**src/rtl/expr_eval_arbiter.sv**
```systemverilog
`default_nettype none
// ============================================================================
// Module      : expr_eval_arbiter
// Description : Round-robin arbiter that shares one combinational expression
//               evaluator among NREQ requesters. It registers the granted
//               operands, waits LAT cycles, captures the result and returns it
//               tagged with the requester id on a valid/ready response port.
//               Only one operation is in flight at a time.
// Revision    : 1.0 - initial release
// ============================================================================
module expr_eval_arbiter #(
    parameter int NREQ = 4,
    parameter int OPW  = 30,
    parameter int RESW = 90,
    parameter int LAT  = 2,
    parameter int CNTW = 16
) (
    input  logic                     clk,
    input  logic                     reset,
    input  logic [NREQ-1:0]          req_valid,
    input  logic [NREQ*OPW-1:0]      req_a,
    input  logic [NREQ*OPW-1:0]      req_b,
    output logic [NREQ-1:0]          req_ready,
    output logic [OPW-1:0]           eval_a,
    output logic [OPW-1:0]           eval_b,
    input  logic [RESW-1:0]          eval_y,
    output logic                     rsp_valid,
    input  logic                     rsp_ready,
    output logic [RESW-1:0]          rsp_data,
    output logic [$clog2(NREQ)-1:0]  rsp_id,
    output logic                     busy,
    output logic [CNTW-1:0]          ops_done
);

    localparam int IDW = $clog2(NREQ);
    localparam int CW  = 4;

    typedef enum logic [1:0] {
        IDLE = 2'd0,
        EVAL = 2'd1,
        RESP = 2'd2
    } state_t;

    state_t           state;
    state_t           state_next;
    logic [IDW-1:0]   rr_ptr;
    logic [CW-1:0]    cnt;
    logic [IDW-1:0]   grant_idx;
    logic             grant_found;
    logic [IDW-1:0]   cand;
    logic             accept;
    logic             capture;
    logic             handshake;

    // Round-robin search starting at rr_ptr; first valid requester wins.
    always_comb begin
        grant_found = 1'b0;
        grant_idx   = '0;
        cand        = '0;
        for (int k = 0; k < NREQ; k++) begin
            cand = IDW'((int'(rr_ptr) + k) % NREQ);
            if (!grant_found && req_valid[cand]) begin
                grant_found = 1'b1;
                grant_idx   = cand;
            end
        end
    end

    // State register.
    always_ff @(posedge clk or posedge reset) begin
        if (reset) begin
            state <= IDLE;
        end else begin
            state <= state_next;
        end
    end

    // Next-state decode and the single-cycle event strobes that drive the datapath.
    always_comb begin
        state_next = state;
        accept     = 1'b0;
        capture    = 1'b0;
        handshake  = 1'b0;
        case (state)
            IDLE: begin
                if (grant_found) begin
                    accept     = 1'b1;
                    state_next = EVAL;
                end
            end
            EVAL: begin
                if (cnt == '0) begin
                    capture    = 1'b1;
                    state_next = RESP;
                end
            end
            RESP: begin
                if (rsp_ready) begin
                    handshake  = 1'b1;
                    state_next = IDLE;
                end
            end
            default: state_next = IDLE;
        endcase
    end

    // Grant is only presented while the FSM can actually take the request.
    assign req_ready = (accept && !reset) ? (NREQ'(1) << grant_idx) : '0;
    assign busy      = (state != IDLE);

    // Operand capture, settle counter, result capture and completion count.
    always_ff @(posedge clk or posedge reset) begin
        if (reset) begin
            rr_ptr    <= '0;
            cnt       <= '0;
            eval_a    <= '0;
            eval_b    <= '0;
            rsp_data  <= '0;
            rsp_id    <= '0;
            rsp_valid <= 1'b0;
            ops_done  <= '0;
        end else begin
            if (accept) begin
                eval_a <= req_a[grant_idx*OPW +: OPW];
                eval_b <= req_b[grant_idx*OPW +: OPW];
                rsp_id <= grant_idx;
                rr_ptr <= (grant_idx == IDW'(NREQ - 1)) ? '0 : grant_idx + IDW'(1);
                cnt    <= CW'(LAT - 1);
            end else if (state == EVAL && cnt != '0) begin
                cnt <= cnt - CW'(1);
            end
            if (capture) begin
                rsp_data  <= eval_y;
                rsp_valid <= 1'b1;
            end else if (handshake) begin
                rsp_valid <= 1'b0;
                ops_done  <= ops_done + CNTW'(1);
            end
        end
    end

endmodule
`default_nettype wire
```
**config.mk**
```make
export PLATFORM = sky130hd
export DESIGN_NAME = expr_eval_arbiter
export DESIGN_NICKNAME = d
export VERILOG_FILES = /design/src/rtl/expr_eval_arbiter.sv
export SDC_FILE = /design/constraint.sdc
export NUM_CORES = 1
export LEC_CHECK = 0
export CELL_PAD_IN_SITES_DETAIL_PLACEMENT = 1
export CELL_PAD_IN_SITES_GLOBAL_PLACEMENT = 2
export CORE_AREA = 2 2 201 203
export DETAILED_ROUTE_END_ITERATION = 16
export DIE_AREA = 0 0 203 205
export DONT_BUFFER_PORTS = 1
export GPL_TIMING_DRIVEN = 0
export PLACE_DENSITY_LB_ADDON = 0.1
export SYNTH_ARGS = -nofsm -noshare
export SYNTH_HDL_FRONTEND = slang
export SYNTH_SLANG_ARGS = --single-unit
```
**constraint.sdc**
```tcl
create_clock -name clk -period 13.5 [get_ports clk]
set_input_delay 2.7 -clock clk [delete_from_list [all_inputs] [get_ports clk]]
set_output_delay 2.7 -clock clk [all_outputs]
set_load 0.03 [all_outputs]
```
==> summary.md, run 1 <==
| Metric | Value |
|---|---|
| RSZ-0062 raised after global routing | no |
| DRT iter0 DRCs | about 210 |
| Final Wtd Congestion | around 0.78 |
| Drc violations | 0 |
| Max-slew headroom | 43.4% |
| Root Buffer | clkbuf_16 |
| Tcrit/Tclk final | 51.3% |
| Mapped Nets | slightly above 1000 |
| Core area | 39400 sq um |
| CTS max path bufs | 2 |
| Synth cell types | 47 |
| H-tree levels | 4 |
| CTS tree | done |
| Row cnt | 73 |
| Synth Register Bits | 177 |
| Pin count of the biggest net entering global routing | between 100 and 150 |
| Maximum vdd drop | 0.111 mV |
| Routed Antenna Nets | 0 |
| Worst path required time | 10.80 ns |
| First-pass GRT wire length | 46300 um |
| Synthesis warning total | 0 |
| Area delta synth->final | 14.2% |
| Layout cells sized above 1 | 27.8% |
| Setup ws final | 6.57 ns |
| Hold_buf cts | 0 |
| PwrDens | between 200 and 300 nW/um^2 |
| Post-Route WL | 32300 um |
| Leakage | 0.00472 uW |
| Post-synth EDFFs | 0 |
| Fmax | 144 MHz |
| Max-cap violations | 0 |
| CTS Buf Count | 17 |
| Synthesized area | 8900 sq um |
| All-layer global routing usage | ~15% |
| Minimum clock period | 6.93 ns |
| Die area | ~42000 sq um |
| Critical Path End Type | output pin |
| Worst Max-Slew Pin Slew | 0.847 ns |
| Multi-input gate area | 3820 sq um |
| Critical Path Fanout Max | 9 |
| Floorplan die width | 203 um |
| Vert. Die Dim | 205 um |
| Global route overflow | 0 |
| Final Non-Filler Cells | between 1000 and 1500 |
| Clk_lat worst skew | 0.44 ns |
| Clock skew | about 0.012 ns |
| Avg Cell Area, Syn | 13.3 sq um |
| Setup repair bufs after CTS | 0 |
| Status | completed |
| Post-synthesis sequential area ratio | 49.8% |
| Clock tree sinks | 177 |
| Final HPWL DP | 25300 um |
| Post-cts sizing count | 0 |
| Layout fillers | 4305 |
| Mapped Cells | ~670 |
| Vias per cell | approximately 4.7 |
| WS Path Type | primary input to output pin |
| Most common cell after layout, fill and taps aside | dfrtp_1 |
| Fin. max-slew vios | 0 |
| Layout Nets | 1032 |
| Most frequent cells in the layout | dfrtp_1, mux2_4, inv_1 |
| Vias in the first global route | 6743 |
| Critical path arrival | 4.23 ns |
| Clock-pin slew on the worst setup and hold paths | roughly 0.070 ns |
| Top_reg_cell synth | dfrtp_1 |
| Ports | 511 |
| FFs w/ async S/R, synth | 100% |
| Final setup vio count | 0 |
| Initial antenna violation count | 5 |
| Final setup TNS | 0 ns |
| Pre-CTS WS | roughly 6.5 ns |
| Type of origin of the critical path | primary input |
| Vias | just under 6000 |
| Hold WC Path Type | register to register |
| 1st-pass router iterations | 4 |
| Routed len/inst | 26.2 um |
| Placed Cells | approximately 1200 |
| Final Hold Fails | 0 |
| FF/Latch Area | 4430 sq um |
| Port bufs | 0 |
| Initial Util | roughly 23% |
==> power by group <==
part / internal, uW / switching (uW) / leakage, uW
sequential: 775 / 707 / 0.00214
clock: 244 / 243 / 0.000272
combinational: 522 / 461 / 0.00231
==> path summary, 6_finish.rpt <==
kind / startpoint / endpoint / slack [ns] / cells after the start
max in group asynchronous: reset / eval_b[17] / 10.33 / 2
setup reg to reg: state[1] / eval_a[15] / 10.97 / 6
hold reg to reg: cnt[3] / cnt[3] / 0.57 / 2
setup / recovery: req_valid[0] / req_ready[1] / 6.57 / 5
min in group asynchronous: reset / cnt[3] / 2.16 / 1
hold / removal: cnt[3] / cnt[3] / 0.57 / 2
==> sequential cells by signal, indices dropped and copies added, names as in the netlist <==
signal	count
rr_ptr	2
ops_done	16
rsp_id	2
state	2
rsp_valid	1
rsp_data	90
cnt	4
eval_b	30
eval_a	30
==> cell type report <==
cell class / count / share of cell area, %
Timing Repair Buffer: 1 / 0.271
Clock buffer: 19 / 4.26
Clock inverter: 13 / 1.21
Antenna cell: 4 / 0.0985
Inverter: 67 / 2.55
Multi-Input combinational cell: 379 / 37.6
Tap cell: 525 / 6.46
Buffer: 48 / 4.00
Sequential cell: 177 / 43.6
==> critical path: stages <==
cell	delay (ns)
buf_4	0.14
nand2_1	0.08
and3_1	0.22
o31a_1	0.36
nor4b_2	0.73
==> layer usage <==
metal  wire length, um  global-route usage, %
met1             11800                   16.0
met2             17300                   27.8
met3              3090                   6.78
met4               199                   3.28
met5                13                      0
==> metrics by stage <==
stage                     power (uW)  hold WS [ns]  instance area, sq um  utilization, %
final                           2950         0.570                 10200            25.8
after global routing            3130         0.607                 10200            25.8
after CTS                       3010         0.582                 10200            25.8
after detailed placement        2510         0.549                  9600            24.4
after global placement          2470         0.520                  9550            24.3
after floorplan                 2190         0.500                  8900               -
==> synth_stat cells, drive strengths merged (3+ instances only) <==
library cell / instances / area share (%)
dfrtp: 177 / 50
mux2: 90 / 15
inv: 67 / 2.8
mux2i: 61 / 6.9
o221ai: 61 / 8.1
a22oi: 60 / 5.1
buf: 37 / 4.1
nand2: 19 / 0.83
clkbuf: 11 / 0.46
nor2: 11 / 0.46
xnor2: 9 / 0.89
xor2: 9 / 0.89
nand3: 5 / 0.28
nand4: 5 / 0.35
nor3: 5 / 0.28
o21ai: 5 / 0.32
ha: 4 / 0.56
nand2b: 4 / 0.37
a21oi: 3 / 0.17
and3: 3 / 0.21
and4: 3 / 0.30
==> cell families after synthesis <==
kind of cell	after synthesis	share of synthesized area, %
mux	151	21.5
compound gates	139	14.8
buf+inv	115	7.40
fa+ha+maj	4	0.563
simple gates	67	4.15
xor+xnor	18	1.77
flops	177	49.8
Power figures use the tool's default switching activity.
==> inputs of run 2 (changes only) <==
Settings changed: CORE_AREA 2 2 201 203 to 2 2 197 199, DIE_AREA 0 0 203 205 to 0 0 199 201.
Clock period 13.5 ns to 6.2 ns, I/O delays scaled along.
==> run 2 against run 1 <==
  * Power increased by 120%
  * Worst hold slack got worse by 0.0097 ns
  * Die area fell by 3.9%
  * First-iteration DRC count down 27%
  * Via count is 0.17% lower
  * Global-route usage increased by 0.32 points
  * Routed wire length is 2.7% lower
  * Register-to-register slack lost 7.4 ns
  * Critical path type unchanged
  * Highest routed layer is now met4
==> summary.md, run 2 (synthesized netlist as in run 1, its figures left out) <==
| Metric | Value |
|---|---|
| Vias per cell | 4.73 (+0.32%) |
| Clock tree sinks | 177 (unchanged) |
| Max-cap violations | 0 (unchanged) |
| CTS Buf Count | 17 (unchanged) |
| Reg2Reg Depth | 6 (unchanged) |
| Final Wtd Congestion | 0.763 (-2.8%) |
| Routed len/inst | 25.6 um (-2.2%) |
| Initial Util | 23.3% (+0.75 points) |
| Floorplan die width | 199 um (-2.0%) |
| Post-Route WL | 31500 um (-2.7%) |
| H-tree levels | 4 (unchanged) |
| Final setup vio count | 0 (unchanged) |
| Vias | 5804 (-0.17%) |
| Minimum clock period | approximately 4 ns |
| Die area | 40000 sq um (-3.9%) |
| Vias in the first global route | 6664 (-1.2%) |
| Fin util | 26.9% (+1.1 points) |
| Area delta synth->final | 15.2% |
| Most flop-heavy register | rsp_data |
| WS Path Type | primary input to output pin |
| Hold WC Path Type | register to register |
| 1st-pass router iterations | 6 (+2) |
| Critical Path Fanout Max | 9 (unchanged) |
| Hold Crit Depth | 2 (unchanged) |
| Maximum vdd drop | 0.244 mV (+120%) |
| Worst path required time | 4.96 ns (-5.84 ns) |
| First-pass GRT wire length | 45100 um (-2.7%) |
| Most common cell after layout, fill and taps aside | dfrtp_1 |
| Layout cells sized above 1 | 28.5% (+0.69 points) |
| Layout Nets | 1036 (+0.39%) |
| CTS tree | done |
| Largest register FFs | 90 (unchanged) |
| Max-slew headroom | 35.5% (-7.9 points) |
| Post-cts sizing count | 0 (unchanged) |
| Clk_lat worst skew | 0.45 ns (about the same) |
| Layout fillers | 4154 (-3.5%) |
| Top flop regs | rsp_data x90, eval_a x30, eval_b x30 |
| Final HPWL DP | 24800 um (-1.9%) |
| Clock skew | 0.0127 ns (+0.000692 ns) |
| Critical Path End Type | output pin |
| Tcrit/Tclk final | between 60% and 70% |
| Routed Antenna Nets | 0 (unchanged) |
| Status | completed |
| Ports | 511 (unchanged) |
| Global route overflow | 0 (unchanged) |
| Worst Max-Slew Pin Slew | 0.965 ns (+0.119 ns) |
| Hold_buf cts | 0 (unchanged) |
| Drc violations | 0 (unchanged) |
| Initial antenna violation count | 1 (-4) |
| Row cnt | 72 (-1.4%) |
| Pin count of the biggest net entering global routing | 44 (-60%) |
| Critical path arrival | 2.83 ns (-1.40 ns) |
| CP max stage cell | nor4b_2 |
| Fmax | 246 MHz |
| Final Hold Fails | 0 (unchanged) |
| Core area | 38100 sq um (-3.2%) |
| CTS max path bufs | 2 (unchanged) |
| Leakage | 0.00476 uW (+0.78%) |
| Port bufs | 0 (unchanged) |
| Type of origin of the critical path | primary input |
| Setup repair bufs after CTS | 0 (unchanged) |
| Final setup TNS | 0 ns (unchanged) |
| Root Buffer | clkbuf_16 |
| PwrDens | 630 nW/um^2 (+120%) |
| Vert. Die Dim | 201 um (-2.0%) |
| RSZ-0062 raised after global routing | no |
| Crit-path max cell delay | 0.81 ns (+0.08 ns) |
| All-layer global routing usage | 15.5% (+0.32 points) |
| Most frequent cells in the layout | dfrtp_1, mux2_4, inv_1 |
| Clock-pin slew on the worst setup and hold paths | 0.07 ns (about the same) |
| DRT iter0 DRCs | 155 (-27%) |
| Fin. max-slew vios | 0 (unchanged) |
| CP Cell Sequence | buf_4 > nand2_1 > and3_1 > o31a_1 > nor4b_2 |
==> run 2: worst max-delay path: cells and delay by family <==
kind | cells | cell delay (ns)
buffers and inverters | 1 | 0.14
AOI/OAI and AO/OA | 1 | 0.34
and+or+nand+nor | 3 | 1.11
==> run 2: power by group <==
group          internal [uW]  total (uW)  leakage (uW)  switching, uW
registers               1690        3220       0.00214           1540
logic                   1140        2120       0.00234            975
clock network            572        1120      0.000281            546
total                   3400        6460       0.00476           3060
==> run 2: layer usage <==
layer	GRT usage, %	up-vias	part of all wire [%]
met5	0	-	0
met4	4.58	0	1.7
met3	6.32	26	9.8
met2	28.1	345	53
met1	16.3	2929	36
li1	-	2504	-
==> run 2: metrics by stage <==
step | setup slack [ns] | hold WS, ns | total power [uW] | instance area [sq um] | cells
after CTS | 2.07 | 0.566 | 6590 | 10200 | 1226
after global routing | 2.07 | 0.620 | 6840 | 10200 | 1227
after detailed placement | 2.07 | 0.544 | 5430 | 9660 | 1194
final | 2.13 | 0.560 | 6460 | 10200 | 1227
after floorplan | 0.495 | 0.500 | 4770 | 8900 | 671
after global placement | -0.868 | 0.527 | 5360 | 9550 | 1189
==> run 2: cell type report <==
cell class                      count  area, sq um  area share (%)
Sequential cell                   177         4430            43.2
Multi-Input combinational cell    379         3820            37.2
Tap cell                          518          648            6.32
Clock buffer                       17          425            4.15
Buffer                             48          407            3.97
Inverter                           67          255            2.49
Clock inverter                     15          165            1.61
Timing Repair Buffer                5          100           0.977
Antenna cell                        1         2.50          0.0244
==> run 2: final timing paths <==
path | from | end | slack [ns]
min in group asynchronous | reset | rr_ptr[0] | 0.71
min reg2reg | cnt[3] | cnt[3] | 0.56
max | req_valid[0] | req_ready[1] | 2.13
min | cnt[3] | cnt[3] | 0.56
max in group asynchronous | reset | rsp_data[69] | 4.66
max reg2reg | state[1] | eval_a[24] | 3.61
==> inputs of run 3 (changes only) <==
Clock period 6.2 ns to 4.05 ns, I/O delays scaled along.
==> run 3 against run 2 <==
  * Via count grew 0.79%
  * Combinational power grew 54%
  * Worst setup slack lost 1.4 ns
  * Sequential power grew 54%
  * Clock skew shrank 0.00068 ns
  * Global-route usage grew 0.15 points
  * Sequential share of layout area grew 0.15 points
  * Final cell count shrank 0.24%
  * Non-clock buffer count shrank 1
  * Critical path type is now register to output pin
  * Critical endpoint unchanged
==> summary.md, run 3 (synthesized netlist as in run 1, its figures left out) <==
| Metric | Value |
|---|---|
| Max-slew headroom | 41.9% (+6.4 points) |
| Final Non-Filler Cells | 1224 (-0.24%) |
| Leakage | 0.00475 uW (-0.15%) |
| Core area | 38100 sq um (unchanged) |
| Worst hold slack | 0.388 ns (-0.172 ns) |
| Most flop-heavy register | rsp_data |
| Area delta synth->final | 14.8% |
| PwrDens | 969 nW/um^2 (+54%) |
| Clock skew | 0.0120 ns (-0.000680 ns) |
| Final Wtd Congestion | 0.762 (about the same) |
| Clock tree sinks | 177 (unchanged) |
| Drc violations | 0 (unchanged) |
| Post-route cell area | 10200 sq um (-0.35%) |
| Maximum vdd drop | 0.380 mV (+56%) |
| Worst path required time | 3.24 ns (-1.72 ns) |
| Global route overflow | 0 (unchanged) |
| Type of origin of the critical path | register |
| Worst Max-Slew Pin Slew | 0.870 ns (-0.0955 ns) |
| N_diodes | 0 (-1) |
| Vias per cell | 4.78 (+1.0%) |
| Setup repair bufs after CTS | 0 (unchanged) |
| First-pass GRT wire length | 45500 um (+0.93%) |
| Status | completed |
| CTS max path bufs | 2 (unchanged) |
| Largest register FFs | 90 (unchanged) |
| CTS tree | done |
| Placed Cells | 1193 (-0.084%) |
| Post-cts sizing count | 0 (unchanged) |
| Critical Path End Type | output pin |
| Critical Path Fanout Max | 10 (+1) |
| RSZ-0062 raised after global routing | no |
| Clock-pin slew on the worst setup and hold paths | 0.07 ns (about the same) |
| WS Path Type | register to output pin |
| Critical path arrival | 2.51 ns (-0.32 ns) |
| Minimum clock period | 3.32 ns |
| Final setup TNS | 0 ns (unchanged) |
| Die area | 40000 sq um (unchanged) |
| All-layer global routing usage | 15.7% (+0.15 points) |
| Vert. Die Dim | 201 um (unchanged) |
| 1st-pass router iterations | 4 (-2) |
| Port bufs | 0 (unchanged) |
| Hold WC Path Type | primary input to async pin |
| CTS Buf Count | 17 (unchanged) |
| Routed len/inst | 25.9 um (+1.1%) |
| Initial Util | 23.3% (unchanged) |
| Clk_lat worst skew | 0.45 ns (about the same) |
| Final setup vio count | 0 (unchanged) |
| Hold_buf cts | 0 (unchanged) |
| Final HPWL DP | 25400 um (+2.3%) |
| Layout cells sized above 1 | 28.2% (-0.34 points) |
| Top flop regs | rsp_data x90, eval_a x30, eval_b x30 |
| Vias | 5850 (+0.79%) |
| Ports | 511 (unchanged) |
| Routed Antenna Nets | 0 (unchanged) |
| Most common cell after layout, fill and taps aside | dfrtp_1 |
| Most frequent cells in the layout | dfrtp_1, mux2_4, inv_1 |
| Final Hold Fails | 0 (unchanged) |
| Root Buffer | clkbuf_16 |
| Floorplan die width | 199 um (unchanged) |
| DRT iter0 DRCs | 213 (+37%) |
| Vias in the first global route | 6704 (+0.60%) |
| Post-Route WL | 31700 um (+0.82%) |
| Tcrit/Tclk final | 81.9% |
| H-tree levels | 4 (unchanged) |
| Initial antenna violation count | 0 (-1) |
| Layout fillers | 4167 (+0.31%) |
| Row cnt | 72 (unchanged) |
| Fin. max-slew vios | 0 (unchanged) |
| Fmax | just over 300 MHz |
| Max-cap violations | 0 (unchanged) |
| Layout Nets | 1035 (-0.097%) |
| Placed cell area | 9640 sq um (-0.21%) |
| Pin count of the biggest net entering global routing | 43 (-2.3%) |
-- run 3: layout make-up --
type,instances,area (sq um),area share [%]
multi-input combinational,379,3820,37.4
tap,518,648,6.35
timing repair buffer,4,80.1,0.784
buffer,48,407,3.98
clock inverter,11,120,1.18
sequential,177,4430,43.4
clock buffer,20,457,4.47
inverter,67,255,2.50
-- run 3: per-stage QoR --
stage	util, %	setup WS (ns)	power, uW
floorplan	-	-0.795	7300
global placement	25.1	-2.13	8260
detailed placement	25.3	0.870	8370
CTS	26.8	0.630	10100
global route	26.8	0.607	10500
finish	26.8	0.735	9900
-- run 3: routing by layer --
metal	wire length [um]	global-route usage [%]	share of wire [%]
met5	0	0	0
met1	11200	16.2	35
met3	2650	5.02	8.3
met2	17300	29.5	55
met4	493	5.04	1.6
-- run 3: report_power, final --
group / internal (uW) / leakage [uW] / switching (uW)
Sequential: 2580 / 0.00214 / 2370
Combinational: 1750 / 0.00233 / 1530
Clock: 895 / 0.000283 / 775
-- run 3: worst max-delay path, cell delays in order (launching register included) --
cell and delay [ns]:
dfrtp_1 0.42, nor2_1 0.38, o21ai_2 0.22, buf_4 0.26, nor4b_2 0.78
-- run 3: final timing paths --
kind | start | endpoint | slack [ns] | cells past startpoint
worst min register to register | cnt[3] | cnt[3] | 0.54 | 2
worst max-delay path | state[1] | req_ready[1] | 0.73 | 4
max in group asynchronous | reset | rsp_data[36] | 2.47 | 4
worst min-delay path | reset | state[1] | 0.39 | 1
worst max register to register | state[1] | eval_b[1] | 1.45 | 6
min in group clk | rsp_ready | state[1] | 0.46 | 1
